**src/rtl/reg_file_pkg.sv**
```systemverilog
// Shared constants and types for the register file / busy scoreboard.
package reg_file_pkg;

    // Ceiling log2, usable in parameter expressions; returns at least 1.
    function automatic int clog2(input int value);
        int res;
        res = 0;
        while ((1 << res) < value) res++;
        return (res < 1) ? 1 : res;
    endfunction

    // Architectural zero register address.
    localparam int ZERO_ADDR = 0;

    // Default 32 x 32 configuration.
    localparam int DEF_DATA_W = 32;
    localparam int DEF_DEPTH  = 32;
    localparam int DEF_AW     = clog2(DEF_DEPTH);

    typedef logic [DEF_AW-1:0]     rf_addr_t;
    typedef logic [DEF_DATA_W-1:0] rf_data_t;

endpackage

```
**src/rtl/reg_file_read_port.sv**
```systemverilog
// One combinational read port: storage mux, write-first bypass and busy select.
module reg_file_read_port
    import reg_file_pkg::*;
#(
    parameter int DATA_W   = 32,
    parameter int DEPTH    = 32,
    parameter int ZERO_REG = 1,
    localparam int AW      = clog2(DEPTH)
) (
    input  logic [AW-1:0]                  rd_addr_i,
    input  logic [DEPTH-1:0][DATA_W-1:0]   regs_i,
    input  logic [DEPTH-1:0]               busy_i,
    input  logic                           wr_en_i,
    input  logic [AW-1:0]                  wr_addr_i,
    input  logic [DATA_W-1:0]              wr_data_i,
    output logic [DATA_W-1:0]              rd_data_o,
    output logic                           rd_busy_o
);

    logic is_zero;
    logic bypass;

    // r0 is hardwired only when ZERO_REG is set; it never bypasses.
    assign is_zero = (ZERO_REG != 0) && (rd_addr_i == AW'(ZERO_ADDR));
    assign bypass  = wr_en_i && (wr_addr_i == rd_addr_i) && !is_zero;

    // Select stored value, override with in-flight write, force zero for r0.
    always_comb begin
        rd_data_o = regs_i[rd_addr_i];
        rd_busy_o = busy_i[rd_addr_i];
        if (bypass) begin
            rd_data_o = wr_data_i;
            rd_busy_o = 1'b0;
        end
        if (is_zero) begin
            rd_data_o = '0;
            rd_busy_o = 1'b0;
        end
    end

endmodule

```
**src/rtl/reg_file_scoreboard.sv**
```systemverilog
// Register file with per-register busy scoreboard: NUM_RD read ports, one
// write port (writeback, clears busy) and one reserve port (decode, sets busy).
module reg_file_scoreboard
    import reg_file_pkg::*;
#(
    parameter int DATA_W   = 32,
    parameter int DEPTH    = 32,
    parameter int NUM_RD   = 2,
    parameter int ZERO_REG = 1,
    localparam int AW      = clog2(DEPTH)
) (
    input  logic                     clock,
    input  logic                     reset,
    input  logic [NUM_RD*AW-1:0]     rd_addr,
    output logic [NUM_RD*DATA_W-1:0] rd_data,
    output logic [NUM_RD-1:0]        rd_busy,
    input  logic                     wr_en,
    input  logic [AW-1:0]            wr_addr,
    input  logic [DATA_W-1:0]        wr_data,
    input  logic                     rsv_en,
    input  logic [AW-1:0]            rsv_addr,
    output logic                     rsv_ok
);

    logic [DEPTH-1:0][DATA_W-1:0] regs_q, regs_d;
    logic [DEPTH-1:0]             busy_q, busy_d;

    logic wr_zero, rsv_zero;
    logic wr_take, rsv_take;

    assign wr_zero  = (ZERO_REG != 0) && (wr_addr  == AW'(ZERO_ADDR));
    assign rsv_zero = (ZERO_REG != 0) && (rsv_addr == AW'(ZERO_ADDR));

    // Reservation uses the pre-edge busy bit; r0 always accepts but never latches.
    assign rsv_ok   = rsv_en && (rsv_zero || !busy_q[rsv_addr]);
    assign wr_take  = wr_en && !wr_zero;
    assign rsv_take = rsv_ok && !rsv_zero;

    // Next state: write clears busy, then an accepted reserve sets it, so a
    // same-address write+reserve on a free register ends busy (new producer owns it).
    always_comb begin
        regs_d = regs_q;
        busy_d = busy_q;
        if (wr_take) begin
            regs_d[wr_addr] = wr_data;
            busy_d[wr_addr] = 1'b0;
        end
        if (rsv_take) begin
            busy_d[rsv_addr] = 1'b1;
        end
    end

    // Storage and scoreboard; reset wins over any concurrent write or reserve.
    always_ff @(posedge clock) begin
        if (reset) begin
            regs_q <= '0;
            busy_q <= '0;
        end else begin
            regs_q <= regs_d;
            busy_q <= busy_d;
        end
    end

    // One read port instance per decode operand.
    for (genvar p = 0; p < NUM_RD; p++) begin : g_rd
        reg_file_read_port #(
            .DATA_W  (DATA_W),
            .DEPTH   (DEPTH),
            .ZERO_REG(ZERO_REG)
        ) u_port (
            .rd_addr_i(rd_addr[p*AW +: AW]),
            .regs_i   (regs_q),
            .busy_i   (busy_q),
            .wr_en_i  (wr_en),
            .wr_addr_i(wr_addr),
            .wr_data_i(wr_data),
            .rd_data_o(rd_data[p*DATA_W +: DATA_W]),
            .rd_busy_o(rd_busy[p])
        );
    end

endmodule

```
**config.mk**
```make
export PLATFORM = sky130hd
export DESIGN_NAME = reg_file_scoreboard
export DESIGN_NICKNAME = d
export VERILOG_FILES = /design/src/rtl/reg_file_pkg.sv /design/src/rtl/reg_file_read_port.sv /design/src/rtl/reg_file_scoreboard.sv
export SDC_FILE = /design/constraint.sdc
export NUM_CORES = 2
export LEC_CHECK = 0
export CELL_PAD_IN_SITES_DETAIL_PLACEMENT = 1
export CELL_PAD_IN_SITES_GLOBAL_PLACEMENT = 1
export CORE_MARGIN = 2
export CORE_UTILIZATION = 50
export CTS_BUF_LIST = sky130_fd_sc_hd__clkbuf_4 sky130_fd_sc_hd__clkbuf_8
export DETAILED_ROUTE_END_ITERATION = 7
export PLACE_DENSITY = 0.79
export SYNTH_ARGS = -nofsm -noshare
export SYNTH_HDL_FRONTEND = slang
export SYNTH_SLANG_ARGS = --single-unit
export TNS_END_PERCENT = 1
```
**constraint.sdc**
```tcl
create_clock -name clock -period 3.6 [get_ports clock]
set_input_delay 0.72 -clock clock [delete_from_list [all_inputs] [get_ports clock]]
set_output_delay 0.72 -clock clock [all_outputs]
set_load 0.005 [all_outputs]
```
==> Yosys cells after proc, flatten, opt, wreduce, memory -nomap -nowiden <==
Index checks and enable logic that the tools add are counted.
{ "word_totals": {"register_bits": 1056, "in_bits": 56, "output_inout_bits": 67} }
{ "classes": {"order_cmp": 6, "eq_ne": 2, "mux": 27, "n_bitwise": 3, "n_reduce_logical": 19} }
{ "op_table": {"columns": ["cell", "count"], "rows": [
  ["bitwise mux 1024 bit", 1],
  ["binary-select mux 32 bit (select 5 bit)", 2],
  ["two-way mux 32 bit", 9],
  ["demux 32 bit (select 5 bit)", 1],
  ["bitwise AND 32 bit", 1],
  ["inverter 32 bit", 1],
  ["bitwise OR 32 bit", 1],
  ["< comparator 5 x 6 -> 1 bit, second input constant", 4],
  ["logical NOT 5 bit", 4],
  ["binary-select mux 1 bit (select 5 bit)", 3],
  ["demux 1 bit (select 5 bit)", 2],
  ["== test 5 bit", 2],
  ["greater-or-equal comparator 5 x 1 -> 1 bit, second input constant", 2],
  ["logical AND 1 bit", 9],
  ["two-way mux 1 bit", 9],
  ["logical NOT 1 bit", 5],
  ["logical OR 1 bit", 1]
]} }

==> Longest topological paths before layout <==
{ "logic_depth": {"word_depth": 9, "mapped_depth": 10, "ltp_nobuf": 5} }

==> Hierarchy <==
From an unflattened synthesis, not the netlist that was laid out.
{ "unflattened": {"cells_unflattened": 6284, "hier_area_um2": 54380.9} }
{ "modules_own_cells": {"columns": ["mod", "instances", "cells_per_inst", "area_per_inst_um2"], "rows": [
  ["reg_file_scoreboard", 1, 4732, 36824.1],
  ["reg_file_read_port", 2, 776, 8778.4]
]} }

==> Worst setup path after synthesis <==
OpenSTA, ideal clock, no wires.
{ "synth_path": {"path_type": "input-to-output", "start": "input port rsv_addr[0]", "end": "output port rsv_ok", "t_arrival_ps": 2443, "required_ps": 2880, "setup_slack_ps": 437, "cell_stages": 7, "path_cell_list": "buf_6 > clkbuf_1 > mux4_2 > a22oi_1 > o2111ai_2 > clkbuf_1 > a21boi_0"} }
{ "synth_between": {"elab_chain_len": 5} }
{ "synth_rtl": {"columns": ["element", "line", "source"], "rows": [
  ["start: declaration", "reg_file_scoreboard.sv:21", "input logic [AW-1:0] rsv_addr,"],
  ["binary-select mux 1 bit (select 5 bit)", "reg_file_scoreboard.sv:35", "assign rsv_ok = rsv_en && (rsv_zero || !busy_q[rsv_addr]);"],
  ["two-way mux 1 bit (not written as such)", "reg_file_scoreboard.sv:35", null],
  ["logical NOT 1 bit", "reg_file_scoreboard.sv:35", null],
  ["logical OR 1 bit *", "reg_file_scoreboard.sv:35", null],
  ["logical AND 1 bit *", "reg_file_scoreboard.sv:35", null],
  ["end: declaration", "reg_file_scoreboard.sv:22", "output logic rsv_ok"]
]} }
Every way passes the cells marked *; elsewhere a longest branch is shown, timed or not. The select of a mux whose other input is x is not followed.

==> Final worst setup path <==
{ "layout_path": {"start": "input port rd_addr[0]", "end": "output port rd_data[13]"} }
{ "layout_between": {"elab_chain_len": 5} }
{ "layout_rtl": {"columns": ["element", "line", "source"], "rows": [
  ["start: declaration", "reg_file_scoreboard.sv:14", "input logic [NUM_RD*AW-1:0] rd_addr,"],
  ["parallel branches: the longest is 4 deep, another holds binary-select mux 32 bit (select 5 bit)", null, null],
  ["two-way mux 32 bit *", "reg_file_read_port.sv:35", "if (is_zero) begin"],
  ["end: declaration", "reg_file_scoreboard.sv:15", "output logic [NUM_RD*DATA_W-1:0] rd_data,"]
]} }
Mark *: on every way between the ends. The select of a mux whose other input is x is not followed.

==> metrics.txt <==
utilization after layout=0.618; routability cong.=~0.97; number of global-route vias before repair=approximately 59000; CP max stage delay=approximately 0.50 ns; clock sink count=around 1100; synthesized area=~54000 um^2; Post-DRT Antenna Nets=0; Port-buffer cells=about 120; CTS root buf=clkbuf_8; synth cell count leaders=2035 x nand2_1, 1056 x dfxtp_1, 1018 x a21oi_1; synth-to-layout area growth=22.3%; Max Slew Vio Count=0; Yosys top cell area share=0.389; YS warnings=0; routed vias=between 50000 and 60000; Mapped Cells=between 6000 and 7000; LEAKAGE=~23 nW; Worst Path Buf+Inv=5; flop-to-flop setup slack=about 1.3 ns; most common cell in the netlist=nand2_1; Worst Max-Slew Pin Slew=~0.96 ns; critical path class=input pin to output pin; Worst slew margin=0.361; Synth Area per Inst=~8.5 um^2; DP HPWL=167000 um; CP most frequent cell=nor3_2; maximum VDD drop=slightly below 300 uV; final period utilization=1.06; Total GRT Usage=0.461; deepest clock path buffer count=3; Hold Path Origin=reset; top-level port count=between 100 and 150; Top FF cell, synth=dfxtp_1; synth top area cells=dfxtp_1 39%, mux4_2 16%, nand2_1 14%, a21oi_1 9.4%, mux2i_1 4.1%; Initial Util=0.506; fmax=about 260 MHz; Final Hold Violating Endpoints=0; startpoint types=input pin; Crit Path Max Fanout=11; FF-to-FF End=busy_q[2]; CTS tree=built; Hold Buf Count CTS=0; Die H=between 300 and 400 um; via/cell ratio=between 6 and 7; FP Rows=120; Die ar.=roughly 110000 um^2; Worst-path clk slew=0.06 ns; hold path cells=2; origin of the critical flop-to-flop path=busy_q[19]; CTS Buf Count=179; Die X=334 um; Post-Route WL=between 200000 and 300000 um; CP Cell Sequence=buf_16 -> buf_8 -> buf_12 -> mux2_2 -> o221ai_1 -> nor3_2 -> nor3_2 -> nor2_2 -> buf_4 -> clkdlybuf4s50_1; Hold Path Class=input pin to flop; wire per inst=about 32 um; sequential element share of the synthesized area=0.389; CP arrival=3.09 ns; CP max-delay cell=clkdlybuf4s50_1; Yosys cell types=49; Placeable Area=about 110000 um^2; Hold Path End=regs_q[343]; final setup margin=-0.209 ns; Max Cap Viol=0; outcome=finished, violations left; Initial DRC Count=about 7000; biggest area consumer among synthesized cells=dfxtp_1; Crit. path cell count=10; largest net degree at the start of global routing=between 150 and 200; power per cell area=between 400 and 500 nW/um^2; Mapped Nets=~6400; EDFF count, synth=0; failing checks=negative setup slack; total power=between 20 and 30 mW; crit-path leading delay family=buffers and inverters; Yosys reg bits=around 1100; R2R cell count=6; unrepaired setup endpoints after global routing=true; Residual DRC=0; asr flop ratio synth=0; min Tclk post-route=3.81 ns; # setup viols final=36; Clk Latency, worst-skew pair=0.90 ns; first-pass GRT wire length=between 300000 and 400000 um; final clock skew=~0.017 ns; layout cell share with drive strength beyond 1=0.252; nets@finish=6685; H-tree Lvls=4; CP Capture Type=output pin; Detailed Routing Iterations Pass 1=6; initial antenna violation count=15; CP required=2.88 ns; GRT overflow=0
-- worst reg2reg max path, delay by kind of cell, from the launching register on --
| family | cells | cell delay [ns] |
|---|---|---|
| buffers and inverters | 1 | 0.28 |
| flip-flops | 1 | 0.36 |
| AO/OA/AOI/OAI | 4 | 1.01 |
| multiplexers | 1 | 0.49 |
-- flip-flops by register name, indices dropped and copies added (netlist names) --
name    flops
regs_q   1024
busy_q     32
-- stage by stage --
step / TNS [ns] / area [um^2] / hold slack, ns / cells / setup slack (ns)
2_1_floorplan: 0 / 54300 / 0.442 / 6373 / 0.437
3_3_place_gp: -29.76 / 60700 / 0.449 / 7821 / -0.714
3_5_place_dp: -30.59 / 60700 / 0.460 / 7821 / -0.698
4_1_cts: -3.54 / 65700 / 0.368 / 8162 / -0.192
5_1_grt: -3.09 / 66400 / 0.423 / 8183 / -0.167
6_report: -2.28 / 66400 / 0.413 / 8191 / -0.209
-- worst max path at each step --
stage	start	to	slack, ns
after floorplan	rsv_addr[0]	rsv_ok	0.44
after global placement	wr_addr[4]	rd_data[32]	-0.71
after detailed placement	wr_addr[4]	rd_data[36]	-0.70
after CTS	rd_addr[0]	rd_data[6]	-0.19
after global routing	rd_addr[5]	rd_data[57]	-0.17
final	rd_addr[0]	rd_data[13]	-0.21
-- repair_timing --
| action | in CTS | in global routing |
|---|---|---|
| gates cloned | 4 | 3 |
| setup endpoints to repair | 67 | 63 |
| resized for setup | 196 | 131 |
| pin swaps | 12 | 22 |
| buffers inserted | 12 | 12 |
-- kinds of logic after synthesis --
kind of cell | synth area share
flops | 0.389
xor+xnor | 0.00161
simple gates | 0.184
compound gates | 0.146
mux | 0.227
buf+inv | 0.0519
-- report_power, final --
group / internal [mW] / total, mW / switching, mW
Clock: 7.09 / 12.6 / 5.47
Combinational: 1.35 / 3.50 / 2.15
Sequential: 11.8 / 11.8 / 0.0716
-- metal layers --
metal,up-vias,part of all wire,global-route usage
li1,22800,-,-
met1,28000,0.35,0.539
met2,4119,0.43,0.691
met3,1523,0.14,0.173
met4,16,0.087,0.344
met5,-,0.00039,0
-- final cells by class --
cell class                      count  area, um^2
Timing Repair Buffer              761        7830
Fill cell                       12200       41000
Tap cell                         1403        1760
Multi-Input combinational cell   4628       31500
Antenna cell                       14        35.0
Clock buffer                      288        3660
Sequential cell                  1056       21100
Inverter                            3        11.3
Clock inverter                     38         449
-- cells in the final DEF, fill, tap and decap left out, types with 13 or more instances in the layout --
| cell type | count |
|---|---|
| a211oi_1 | 20 |
| a211oi_2 | 16 |
| a21oi_1 | 1012 |
| a221o_1 | 52 |
| a221oi_2 | 13 |
| a22oi_1 | 13 |
| buf_12 | 108 |
| buf_16 | 14 |
| buf_4 | 484 |
| buf_6 | 31 |
| clkbuf_4 | 48 |
| clkbuf_8 | 241 |
| clkdlybuf4s50_1 | 55 |
| clkinv_2 | 19 |
| dfxtp_1 | 1049 |
| diode_2 | 14 |
| dlygate4sd2_1 | 37 |
| mux2_2 | 101 |
| mux2i_1 | 207 |
| mux4_2 | 392 |
| nand2_1 | 2003 |
| nand2_2 | 31 |
| nand3b_1 | 39 |
| nor2_1 | 153 |
| nor2_4 | 31 |
| nor2b_1 | 34 |
| nor3_1 | 90 |
| nor3_2 | 41 |
| nor3_4 | 13 |
| o21ai_0 | 48 |
| o21ai_1 | 14 |
| o221ai_1 | 48 |
| o22ai_1 | 73 |
| o22ai_2 | 13 |
| o31ai_1 | 14 |
Power figures use the tool's default switching activity.
